**config.mk**
```make
export PLATFORM = sky130hd
export DESIGN_NAME = seven_seg_scan_driver_flat
export DESIGN_NICKNAME = d
export VERILOG_FILES = /design/src/rtl/seven_seg_scan_driver_if.sv /design/src/rtl/seven_seg_scan_driver.sv /design/src/flat_wrapper.sv
export SDC_FILE = /design/constraint.sdc
export NUM_CORES = 1
export LEC_CHECK = 0
export BUFFER_PORTS_ARGS = -buffer_cell sky130_fd_sc_hd__buf_2
export CAP_MARGIN = 10
export CORE_UTILIZATION = 60
export CTS_BUF_LIST = sky130_fd_sc_hd__clkbuf_8
export DETAILED_ROUTE_END_ITERATION = 6
export GPL_ROUTABILITY_DRIVEN = 0
export PLACE_DENSITY = 0.91
export RECOVER_POWER = 100
export SETUP_SLACK_MARGIN = 0.1
export SYNTH_ARGS = -nofsm -noshare
export SYNTH_HDL_FRONTEND = slang
export SYNTH_SLANG_ARGS = --single-unit
```
**constraint.sdc**
```tcl
create_clock -name clk -period 3.1 [get_ports clk]
set_input_delay 0 -clock clk [delete_from_list [all_inputs] [get_ports clk]]
set_output_delay 0 -clock clk [all_outputs]
set_load 0.02 [all_outputs]
```
**src/rtl/seven_seg_scan_driver_if.sv**
```systemverilog
// Signal bundle between the display controller and the seven-segment scan driver.
// The controller side uses master, the scan driver uses slave.
interface seven_seg_scan_driver_if;
    logic [15:0] digitValues;
    logic        loadStrobe;
    logic [3:0]  enableMask;
    logic [3:0]  digitSelect;
    logic [3:0]  digitValue;
    logic [1:0]  digitIndex;
    logic        frameStart;

    modport master (
        output digitValues, loadStrobe, enableMask,
        input  digitSelect, digitValue, digitIndex, frameStart
    );

    modport slave (
        input  digitValues, loadStrobe, enableMask,
        output digitSelect, digitValue, digitIndex, frameStart
    );
endinterface

```
**src/rtl/seven_seg_scan_driver.sv**
```systemverilog
// Time-multiplexed 4-digit scan generator with per-slot blanking and
// frame-synchronous double-buffered display values.
module seven_seg_scan_driver #(
    parameter int REFRESH_DIV  = 100000,
    parameter int BLANK_CYCLES = 1000
) (
    input  logic                    clk,
    input  logic                    resetN,
    seven_seg_scan_driver_if.slave  bus
);
    localparam int             CW         = $clog2(REFRESH_DIV);
    localparam logic [CW-1:0]  LAST_CNT   = CW'(REFRESH_DIV - 1);
    localparam logic [CW-1:0]  BLANK_END  = CW'(BLANK_CYCLES);
    localparam bit             BLANK_ZERO = (BLANK_CYCLES == 0);

    typedef enum logic {
        BLANK = 1'b0,
        ON    = 1'b1
    } state_t;

    state_t         state_q, state_d;
    logic [CW-1:0]  cnt_q, cnt_d;
    logic [1:0]     idx_q, idx_d;
    logic [15:0]    shadow_q, active_q, active_d;
    logic           pending_q;
    logic [3:0]     sel_q, val_q;
    logic           frame_q;
    logic           wrap, boundary;

    // NOTE: every signal driven here gets a default first so no path leaves it unassigned (no latch).
    always_comb begin
        wrap     = (cnt_q == LAST_CNT);
        boundary = wrap && (idx_q == 2'd3);
        cnt_d    = wrap ? '0 : cnt_q + 1'b1;
        idx_d    = wrap ? idx_q + 2'd1 : idx_q;
        active_d = (boundary && pending_q) ? shadow_q : active_q;

        state_d = state_q;
        case (state_q)
            BLANK: if (BLANK_ZERO || cnt_d == BLANK_END) state_d = ON;
            ON:    if (wrap && !BLANK_ZERO)              state_d = BLANK;
            default: state_d = BLANK;
        endcase
    end

    // NOTE: sequential state uses non-blocking assignments so all registers update from the same pre-edge values.
    always_ff @(posedge clk or negedge resetN) begin
        if (!resetN) begin
            state_q <= BLANK;
            cnt_q   <= '0;
            idx_q   <= '0;
        end else begin
            state_q <= state_d;
            cnt_q   <= cnt_d;
            idx_q   <= idx_d;
        end
    end

    // NOTE: the value buffers are reset too, so the first frame after reset shows zeros rather than stale data.
    always_ff @(posedge clk or negedge resetN) begin
        if (!resetN) begin
            shadow_q  <= '0;
            active_q  <= '0;
            pending_q <= 1'b0;
        end else begin
            active_q <= active_d;
            // A strobe on the boundary cycle wins: its data must survive until the next boundary.
            if (bus.loadStrobe) begin
                shadow_q  <= bus.digitValues;
                pending_q <= 1'b1;
            end else if (boundary) begin
                pending_q <= 1'b0;
            end
        end
    end

    // Outputs are computed from next-state so they line up with the counter/state registers.
    always_ff @(posedge clk or negedge resetN) begin
        if (!resetN) begin
            sel_q   <= '0;
            val_q   <= '0;
            frame_q <= 1'b0;
        end else begin
            sel_q   <= (state_d == ON) ? ((4'b0001 << idx_d) & bus.enableMask) : 4'b0000;
            frame_q <= boundary;
            if (wrap) val_q <= active_d[{idx_d, 2'b00} +: 4];
        end
    end

    assign bus.digitSelect = sel_q;
    assign bus.digitValue  = val_q;
    assign bus.digitIndex  = idx_q;
    assign bus.frameStart  = frame_q;
endmodule

```
**src/flat_wrapper.sv**
```systemverilog
// flat-port wrapper written by rule: the top's interface ports become plain ports
module seven_seg_scan_driver_flat 
#(
    parameter int REFRESH_DIV  = 100000,
    parameter int BLANK_CYCLES = 1000
)
  (clk, resetN, bus_digitValues, bus_loadStrobe, bus_enableMask, bus_digitSelect, bus_digitValue, bus_digitIndex, bus_frameStart);
  seven_seg_scan_driver_if bus_i ();
  input  logic clk;
  input  logic resetN;
  input wire logic [$bits(bus_i.digitValues)-1:0] bus_digitValues;
  input wire logic [$bits(bus_i.loadStrobe)-1:0] bus_loadStrobe;
  input wire logic [$bits(bus_i.enableMask)-1:0] bus_enableMask;
  output wire logic [$bits(bus_i.digitSelect)-1:0] bus_digitSelect;
  output wire logic [$bits(bus_i.digitValue)-1:0] bus_digitValue;
  output wire logic [$bits(bus_i.digitIndex)-1:0] bus_digitIndex;
  output wire logic [$bits(bus_i.frameStart)-1:0] bus_frameStart;
  assign bus_i.digitValues = bus_digitValues;
  assign bus_i.loadStrobe = bus_loadStrobe;
  assign bus_i.enableMask = bus_enableMask;
  assign bus_digitSelect = bus_i.digitSelect;
  assign bus_digitValue = bus_i.digitValue;
  assign bus_digitIndex = bus_i.digitIndex;
  assign bus_frameStart = bus_i.frameStart;
  seven_seg_scan_driver #(.REFRESH_DIV(REFRESH_DIV), .BLANK_CYCLES(BLANK_CYCLES)) u_core (.clk(clk), .resetN(resetN), .bus(bus_i));
endmodule
```
==> run metrics, run 1 <==
Max Freq=0.355 GHz; LEAKAGE=1.59 nW; most numerous cell in the Yosys netlist=dfrtp_1; Synth Area in XOR/XNOR=0.0464; Slew @ Worst Pin=1250 ps; Synth Instances=268; PwrDens=448 nW/µm²; area delta synth->final=19.6%; Netlist cell types=49; Tot Pwr=1.62 mW; reg2reg path depth=6; Syn Std Cell Area=3020 µm²; Setup-failing EPs final=0; CTS tree=done; WHS Path Cells=2; Final Non-Filler Cells=395; Crit path arrival time=3060 ps; DR iter-0 viols=310; worst path required time=3340 ps; Compound-Gate Fraction of Synth Area=0.0749; most frequent cells after synthesis=dfrtp_1, mux2_2, nand2_1; I/O pin count=34; DRC=0; Routed WL=7010 µm; detailed placement HPWL=4210 µm; final design utilization=0.756; Tcrit/Tclk final=0.910; Die Y=73.0 µm; Max Cap Viol=0; Synth Area in Adders=0.00828; min-delay src=bus_loadStrobe; CP Max Fanout=14; startpoint types=flop; hold crit path type=input port to flop; final hold violation count=0; CP startpoint=u_core.cnt_q[11]$_DFF_PN0_; Final Max Tran Viols=0; global-route wire length before repair=11300 µm; core area=4790 µm²; clock root buffer=clkbuf_8; clk_lat worst skew=350 ps; vias in the first global route=2377; unrepaired setup endpoints after global routing=false; outcome=finished clean; Port Buf Inserts=33; Period minus WS final=2820 ps; Simple-Gate Fraction of Synth Area=0.176; First-pass DRT Iterations=5; chip width=73.0 µm; EDFF count, synth=0; FP Rows=25; CTS sink count=62; Post-Syn Nets=293; relative slew slack=0.164; setup TNS=0 ps; mean post-synth cell area=11.3 µm²; ys async rst share=1.00; placed insts=359; share of layout cells above drive strength 1=0.223; R2R setup slack=280 ps; ANT nets after route=0; die footprint=5330 µm²; total number of yosys warnings=0; Seq/Total Area, Yosys=0.513; Yosys top cell area share=0.513; nets=349; main combinational cell family by area after synthesis=simple AND/OR/NAND/NOR gates; Yosys top cell by area=dfrtp_1; H-tree lvl count=3; Hold Path End=u_core.pending_q$_DFFE_PN0P_; Reg area=1550 µm²; fillcell total=311; number of diodes=0; vias per cell=6.14; area of the multi-input gates=1380 µm²; GRT overflow=0; antenna violations before repair=0; multiplexer share of the synthesized area=0.153; worst r2r src=u_core.cnt_q[11]$_DFF_PN0_; crit end category=flop; Critical R2R Capture=u_core.bus.digitValue[2]$_DFFE_PN0N_; Initial Utilization=0.632; Setup Skew=12.8 ps; Routed WL per cell=17.7 µm; gr usage total=0.294; top post-synthesis cells by area=dfrtp_1, mux2_2, xnor2_1; prevailing post-synth register cell=dfrtp_1; number of buffers created by CTS=9; largest net degree at the start of global routing=25; clock slew at reported path FFs=70 ps; clock buffer depth=2; Crit Path Class=flop to flop; Vias=2426; worst-case vdd ir drop=0.000371 V; FF+latch count, synth=62
-- worst max-delay path by stage --
stage | endpoint | slack, ps | cells after the start
2_1_floorplan | u_core.bus.digitSelect[0]$_DFF_PN0_ | 530 | 7
3_5_place_dp | u_core.bus.digitSelect[2]$_DFF_PN0_ | 230 | 8
6_report | u_core.bus.digitValue[2]$_DFFE_PN0N_ | 280 | 6
4_1_cts | u_core.bus.digitSelect[2]$_DFF_PN0_ | 190 | 8
5_1_grt | u_core.bus.digitValue[2]$_DFFE_PN0N_ | 140 | 6
3_3_place_gp | u_core.bus.digitSelect[0]$_DFF_PN0_ | 480 | 8
-- per-stage QoR --
step / setup slack [ps] / hold slack [ps] / instance area [µm²]
6_report: 279 / 134 / 3620
5_1_grt: 142 / 143 / 3620
4_1_cts: 187 / 125 / 3650
3_5_place_dp: 229 / 2.31 / 3250
3_3_place_gp: 478 / -0.803 / 3250
2_1_floorplan: 526 / -296 / 3020
-- cell type report --
| type | instances | share of cell area |
|---|---|---|
| Clock buffer | 10 | 0.0381 |
| Clock inverter | 5 | 0.0145 |
| Inverter | 5 | 0.00519 |
| Multi-Input combinational cell | 186 | 0.383 |
| Sequential cell | 62 | 0.429 |
| Tap cell | 67 | 0.0232 |
| Timing Repair Buffer | 60 | 0.107 |
-- critical path, cell delays in order (launching register included) --
cell     delay, ps
dfrtp_1        430
or4b_1         670
nor4_4         370
nand3_2        350
mux4_2         550
nor2b_1        140
o22a_1         200
-- state kept, by name, indices dropped and copies added, names as in the netlist --
name / flops
u_core.cnt_q: 17
u_core.active_q: 16
u_core.shadow_q: 16
u_core.bus.digitSelect: 4
u_core.bus.digitValue: 4
u_core.bus.digitIndex: 2
u_core.bus.frameStart: 1
u_core.pending_q: 1
u_core.state_q: 1
-- power by group --
part | internal, mW | switching, mW | total, mW
combinational | 0.0493 | 0.0329 | 0.0822
sequential | 0.830 | 0.0165 | 0.847
clock | 0.383 | 0.309 | 0.691
total | 1.26 | 0.358 | 1.62
-- cells in the final DEF, fill, tap and decap left out, drive strengths merged, types with 3 or more instances in the layout --
cell type    instances
a211o                3
a21oi               13
a31oi                5
and2                 3
and3                 3
and4                 3
buf                 23
clkbuf              26
dfrtp               62
dlygate4sd3         21
inv                  7
mux2                34
mux2i                3
nand2               19
nand3               15
nand4                6
nor2                15
nor3                 4
nor4                 7
o21ai                8
or4                  4
xnor2               11
xor2                 5
-- metal layers --
layer | track usage | share of wire | routed length (µm)
met3 | 0.0925 | 0.057 | 400
met4 | 0.157 | 0.039 | 272
met1 | 0.334 | 0.38 | 2660
met2 | 0.496 | 0.52 | 3670
met5 | 0 | 0 | 0
-- cell families after synthesis --
logic type / after synthesis
buffers and inverters: 20
xor gates and xnor gates: 16
DFF: 62
adders and majority gates: 2
AOI/OAI and AO/OA: 37
and+or+nand+nor: 92
muxes: 39
-- timing repair --
action / in CTS / in global routing
setup endpoints to repair: 0 / 5
hold buffers: 21 / 0
setup buffers: 0 / 0
endpoints found under the hold margin: 42 / 0
gates resized for setup: 0 / 2
Note: power is estimated with default switching activity, not from simulation.
==> inputs of run 2 (changes only) <==
==> constraint.sdc (replaced) <==
create_clock -name clk -period 3.1 [get_ports clk]
set_input_delay 0.62 -clock clk [delete_from_list [all_inputs] [get_ports clk]]
set_output_delay 0.62 -clock clk [all_outputs]
set_load 0.02 [all_outputs]
==> run metrics, run 2 (synthesis gave the netlist of run 1 again) <==
outcome=finished clean; unrepaired setup endpoints after global routing=false; vias in the first global route=2260; H-tree lvl count=3; ANT nets after route=0; worst r2r src=u_core.cnt_q[11]$_DFF_PN0_; Reg area=1550 µm²; Setup-failing EPs final=0; FP Rows=25; vias per cell=6.02; CTS sink count=62; setup TNS=0 ps; number of diodes=0; detailed placement HPWL=4370 µm; Biggest register=u_core.cnt_q; slowest CP cell=or4b_4; crit-path cells=or4b_4 -> nor4_4 -> nand3_1 -> buf_4 -> mux2_2 -> a21oi_1 -> a31oi_1; global-route wire length before repair=10300 µm; reg2reg path depth=7; placed cell area=3230 µm²; First-pass DRT Iterations=4; Slew @ Worst Pin=1100 ps; cts hold-fix bufs=0; Largest register FFs=17; core area=4790 µm²; Port Buf Inserts=33; I/O pin count=34; startpoint types=flop; chip width=73.0 µm; CTS tree=done; DRC=0; PwrDens=449 nW/µm²; R2R setup slack=250 ps; fillcell total=345; largest net degree at the start of global routing=47; GRT overflow=0; area delta synth->final=11.5%; share of layout cells above drive strength 1=0.239; Final WS setup=248 ps; clk_lat worst skew=340 ps; antenna violations before repair=0; Regs by FF count=u_core.cnt_q (17), u_core.active_q (16), u_core.shadow_q (16); Largest stage delay, worst path=600 ps; most common cell after layout, fill and taps aside=dfrtp_1; Critical R2R Capture=u_core.bus.digitValue[0]$_DFFE_PN0N_; relative slew slack=0.268; Die Y=73.0 µm; Final Non-Filler Cells=373; clock buffer depth=2; area of the multi-input gates=1380 µm²; Vias=2246; Setup WS pre-CTS=412 ps; die footprint=5330 µm²; final hold violation count=0; CP Max Fanout=11; crit end category=flop; Tcrit/Tclk final=0.920; Crit path arrival time=3040 ps; worst path required time=3290 ps; Period minus WS final=2850 ps; DR iter-0 viols=215; post-route cell area=3370 µm²; clock root buffer=clkbuf_8; Tot Pwr=1.51 mW; Routed WL per cell=16.8 µm; Routed WL=6260 µm; Final Max Tran Viols=0; worst-case vdd ir drop=0.000451 V; placed insts=357; hold crit path type=input port to asynchronous set/reset pin; Post-CTS Resized=0; Post-CTS Setup Bufs=0; LEAKAGE=1.50 nW; Max Cap Viol=0; Crit Path Class=flop to flop; Max Freq=0.351 GHz; commonest non-fill, non-tap cells in the layout=dfrtp_1, mux2_2, buf_2; gr usage total=0.263; clock slew at reported path FFs=70 ps; Initial Utilization=0.632; number of buffers created by CTS=9; nets=326; Setup Skew=12.1 ps
==> run 2: layer usage <==
| layer | vias up | track usage | share of wire |
|---|---|---|---|
| met5 | - | 0 | 0 |
| met4 | 0 | 0.163 | 0.021 |
| met3 | 14 | 0.0552 | 0.045 |
| met2 | 72 | 0.432 | 0.52 |
| met1 | 1116 | 0.317 | 0.42 |
| li1 | 1044 | - | - |
==> run 2: how the worst max path moves through the flow <==
| stage | start | endpoint | slack, ps | cells past startpoint |
|---|---|---|---|---|
| 2_1_floorplan | u_core.cnt_q[0]$_DFF_PN0_ | u_core.bus.digitSelect[0]$_DFF_PN0_ | 530 | 7 |
| 3_3_place_gp | u_core.cnt_q[0]$_DFF_PN0_ | u_core.bus.digitSelect[1]$_DFF_PN0_ | 460 | 7 |
| 3_5_place_dp | u_core.cnt_q[11]$_DFF_PN0_ | u_core.bus.digitSelect[2]$_DFF_PN0_ | 410 | 6 |
| 4_1_cts | u_core.cnt_q[11]$_DFF_PN0_ | u_core.bus.digitSelect[2]$_DFF_PN0_ | 370 | 6 |
| 5_1_grt | u_core.cnt_q[0]$_DFF_PN0_ | u_core.bus.digitValue[0]$_DFFE_PN0N_ | 90 | 9 |
| 6_report | u_core.cnt_q[11]$_DFF_PN0_ | u_core.bus.digitValue[0]$_DFFE_PN0N_ | 250 | 7 |
==> run 2: layout make-up <==
type,instances,area share
inverter,5,0.00557
clock inverter,6,0.00891
sequential,62,0.460
tap,67,0.0249
timing repair buffer,37,0.0512
clock buffer,10,0.0408
multi-input combinational,186,0.408
==> run 2: stage by stage <==
step / hold slack, ps / utilization
after floorplan: 324 / -
after global placement: 481 / 0.676
after detailed placement: 486 / 0.676
after CTS: 186 / 0.711
after global routing: 433 / 0.704
final: 384 / 0.704
==> run 2: power breakdown <==
group	switching, mW	total, mW	internal [mW]	leakage, nW
combinational	0.0286	0.0601	0.0315	0.592
clock	0.306	0.607	0.301	0.0944
sequential	0.0161	0.846	0.830	0.810
total	0.351	1.51	1.16	1.50
==> run 2: critical path: cells and delay by family (launching register included) <==
| kind | cells | cell delay (ps) |
|---|---|---|
| compound gates | 2 | 260 |
| buf+inv | 1 | 350 |
| flops | 1 | 450 |
| mux | 1 | 300 |
| simple gates | 3 | 1360 |
==> inputs of run 3 (changes only) <==
- CORE_UTILIZATION: 60 -> 57
- PLACE_DENSITY: 0.91 -> 0.88
- RECOVER_POWER: 100 -> unset
==> run metrics, run 3 (synthesis gave the netlist of run 1 again) <==
Max Cap Viol=0; startpoint types=flop; number of buffers created by CTS=9; vias in the first global route=2188; Setup Skew=8.77 ps; CTS sink count=62; Vias=2271; clk_lat worst skew=340 ps; Reg area=1550 µm²; post-route cell area=3420 µm²; worst-case vdd ir drop=0.000379 V; Final Max Tran Viols=0; cts hold-fix bufs=0; relative slew slack=0.508; antenna violations before repair=0; outcome=finished clean; placed insts=361; Largest register FFs=17; worst hold slack=261 ps; gr usage total=0.258; largest net degree at the start of global routing=26; Routed WL per cell=16.4 µm; Biggest register=u_core.cnt_q; Setup WS pre-CTS=309 ps; CTS tree=done; crit-path cells=ha_1 -> nand4_1 -> buf_4 -> or4_1 -> xnor2_1 -> a2111oi_0 -> nand4_1 -> buf_4 -> a21oi_1; clock root buffer=clkbuf_8; worst path required time=3360 ps; Slew @ Worst Pin=731 ps; DR iter-0 viols=191; Sequential Power Share=0.560; DRC=0; PwrDens=441 nW/µm²; share of layout cells above drive strength 1=0.308; vias per cell=6.01; sw frac=0.228; Max Freq=0.371 GHz; Port Buf Inserts=33; CP bufs+invs=2; die footprint=5600 µm²; crit end category=flop; Tcrit/Tclk final=0.870; Period minus WS final=2700 ps; area delta synth->final=13.1%; fillcell total=392; chip width=74.8 µm; clock slew at reported path FFs=70 ps; detailed placement HPWL=4310 µm; Die Y=74.8 µm; Clock Power Share=0.398; Post-CTS Resized=0; most common cell after layout, fill and taps aside=dfrtp_1; LEAKAGE=1.57 nW; First-pass DRT Iterations=4; number of diodes=0; Final WS setup=403 ps; Regs by FF count=u_core.cnt_q (17), u_core.active_q (16), u_core.shadow_q (16); GRT overflow=0; nets=328; Final Non-Filler Cells=378; placed cell area=3250 µm²; FP Rows=26; P_sw=0.344 mW; I/O pin count=34; commonest non-fill, non-tap cells in the layout=dfrtp_1, mux2_2, buf_2; ANT nets after route=0; CP delay by family, top=simple AND/OR/NAND/NOR gates; Crit path arrival time=2960 ps; Tot Pwr=1.51 mW; setup TNS=0 ps; Initial Utilization=0.592; slowest CP cell=or4_1; final design utilization=0.670; Setup-failing EPs final=0; Pint=1.16 mW; global-route wire length before repair=10500 µm; Largest stage delay, worst path=570 ps; clock buffer depth=2; core area=5110 µm²; hold crit path type=input port to asynchronous set/reset pin; area of the multi-input gates=1390 µm²; Routed WL=6210 µm; H-tree lvl count=3; CP Max Fanout=10; Logic pwr share=0.042; final hold violation count=0; unrepaired setup endpoints after global routing=false; Crit Path Class=flop to flop
[run 3: worst paths after layout]
path                                              start                                   to  slack, ps  cells after the start
max in group asynchronous                        resetN            u_core.cnt_q[0]$_DFF_PN0_       2140                      2
setup reg to reg              u_core.cnt_q[0]$_DFF_PN0_  u_core.bus.digitSelect[0]$_DFF_PN0_        400                      9
min in group clk                      bus_enableMask[3]  u_core.bus.digitSelect[3]$_DFF_PN0_        490                      3
hold / removal                                   resetN           u_core.cnt_q[11]$_DFF_PN0_        260                      1
hold reg to reg            u_core.active_q[5]$_DFF_PN0_         u_core.active_q[5]$_DFF_PN0_        510                      1
setup / recovery              u_core.cnt_q[0]$_DFF_PN0_  u_core.bus.digitSelect[0]$_DFF_PN0_        400                      9
[run 3: area by class of cell]
| type | instances | share of cell area |
|---|---|---|
| Clock buffer | 10 | 0.0402 |
| Clock inverter | 6 | 0.00842 |
| Inverter | 5 | 0.00549 |
| Multi-Input combinational cell | 186 | 0.405 |
| Sequential cell | 62 | 0.454 |
| Tap cell | 70 | 0.0256 |
| Timing Repair Buffer | 39 | 0.0615 |
[run 3: power by group through the flow]
stage               sequential, mW  clock (mW)  combinational (mW)
finish                       0.846       0.601              0.0627
global route                 0.848       0.642              0.0701
floorplan                    0.854           0              0.0296
global placement             0.859           0              0.0613
CTS                          0.846       0.615              0.0644
detailed placement           0.861           0              0.0638
[run 3: metal layers]
layer | up-vias | track usage | share of wire
met5 | - | 0 | 0
met4 | 0 | 0.119 | 0.023
met3 | 18 | 0.0589 | 0.044
li1 | 1053 | - | -
met1 | 1126 | 0.340 | 0.43
met2 | 74 | 0.410 | 0.50
[run 3: what timing repair did]
item | in CTS | in global routing
hold endpoints to repair | 0 | 0
setup endpoints to repair | 0 | 2
buffers inserted | 0 | 1
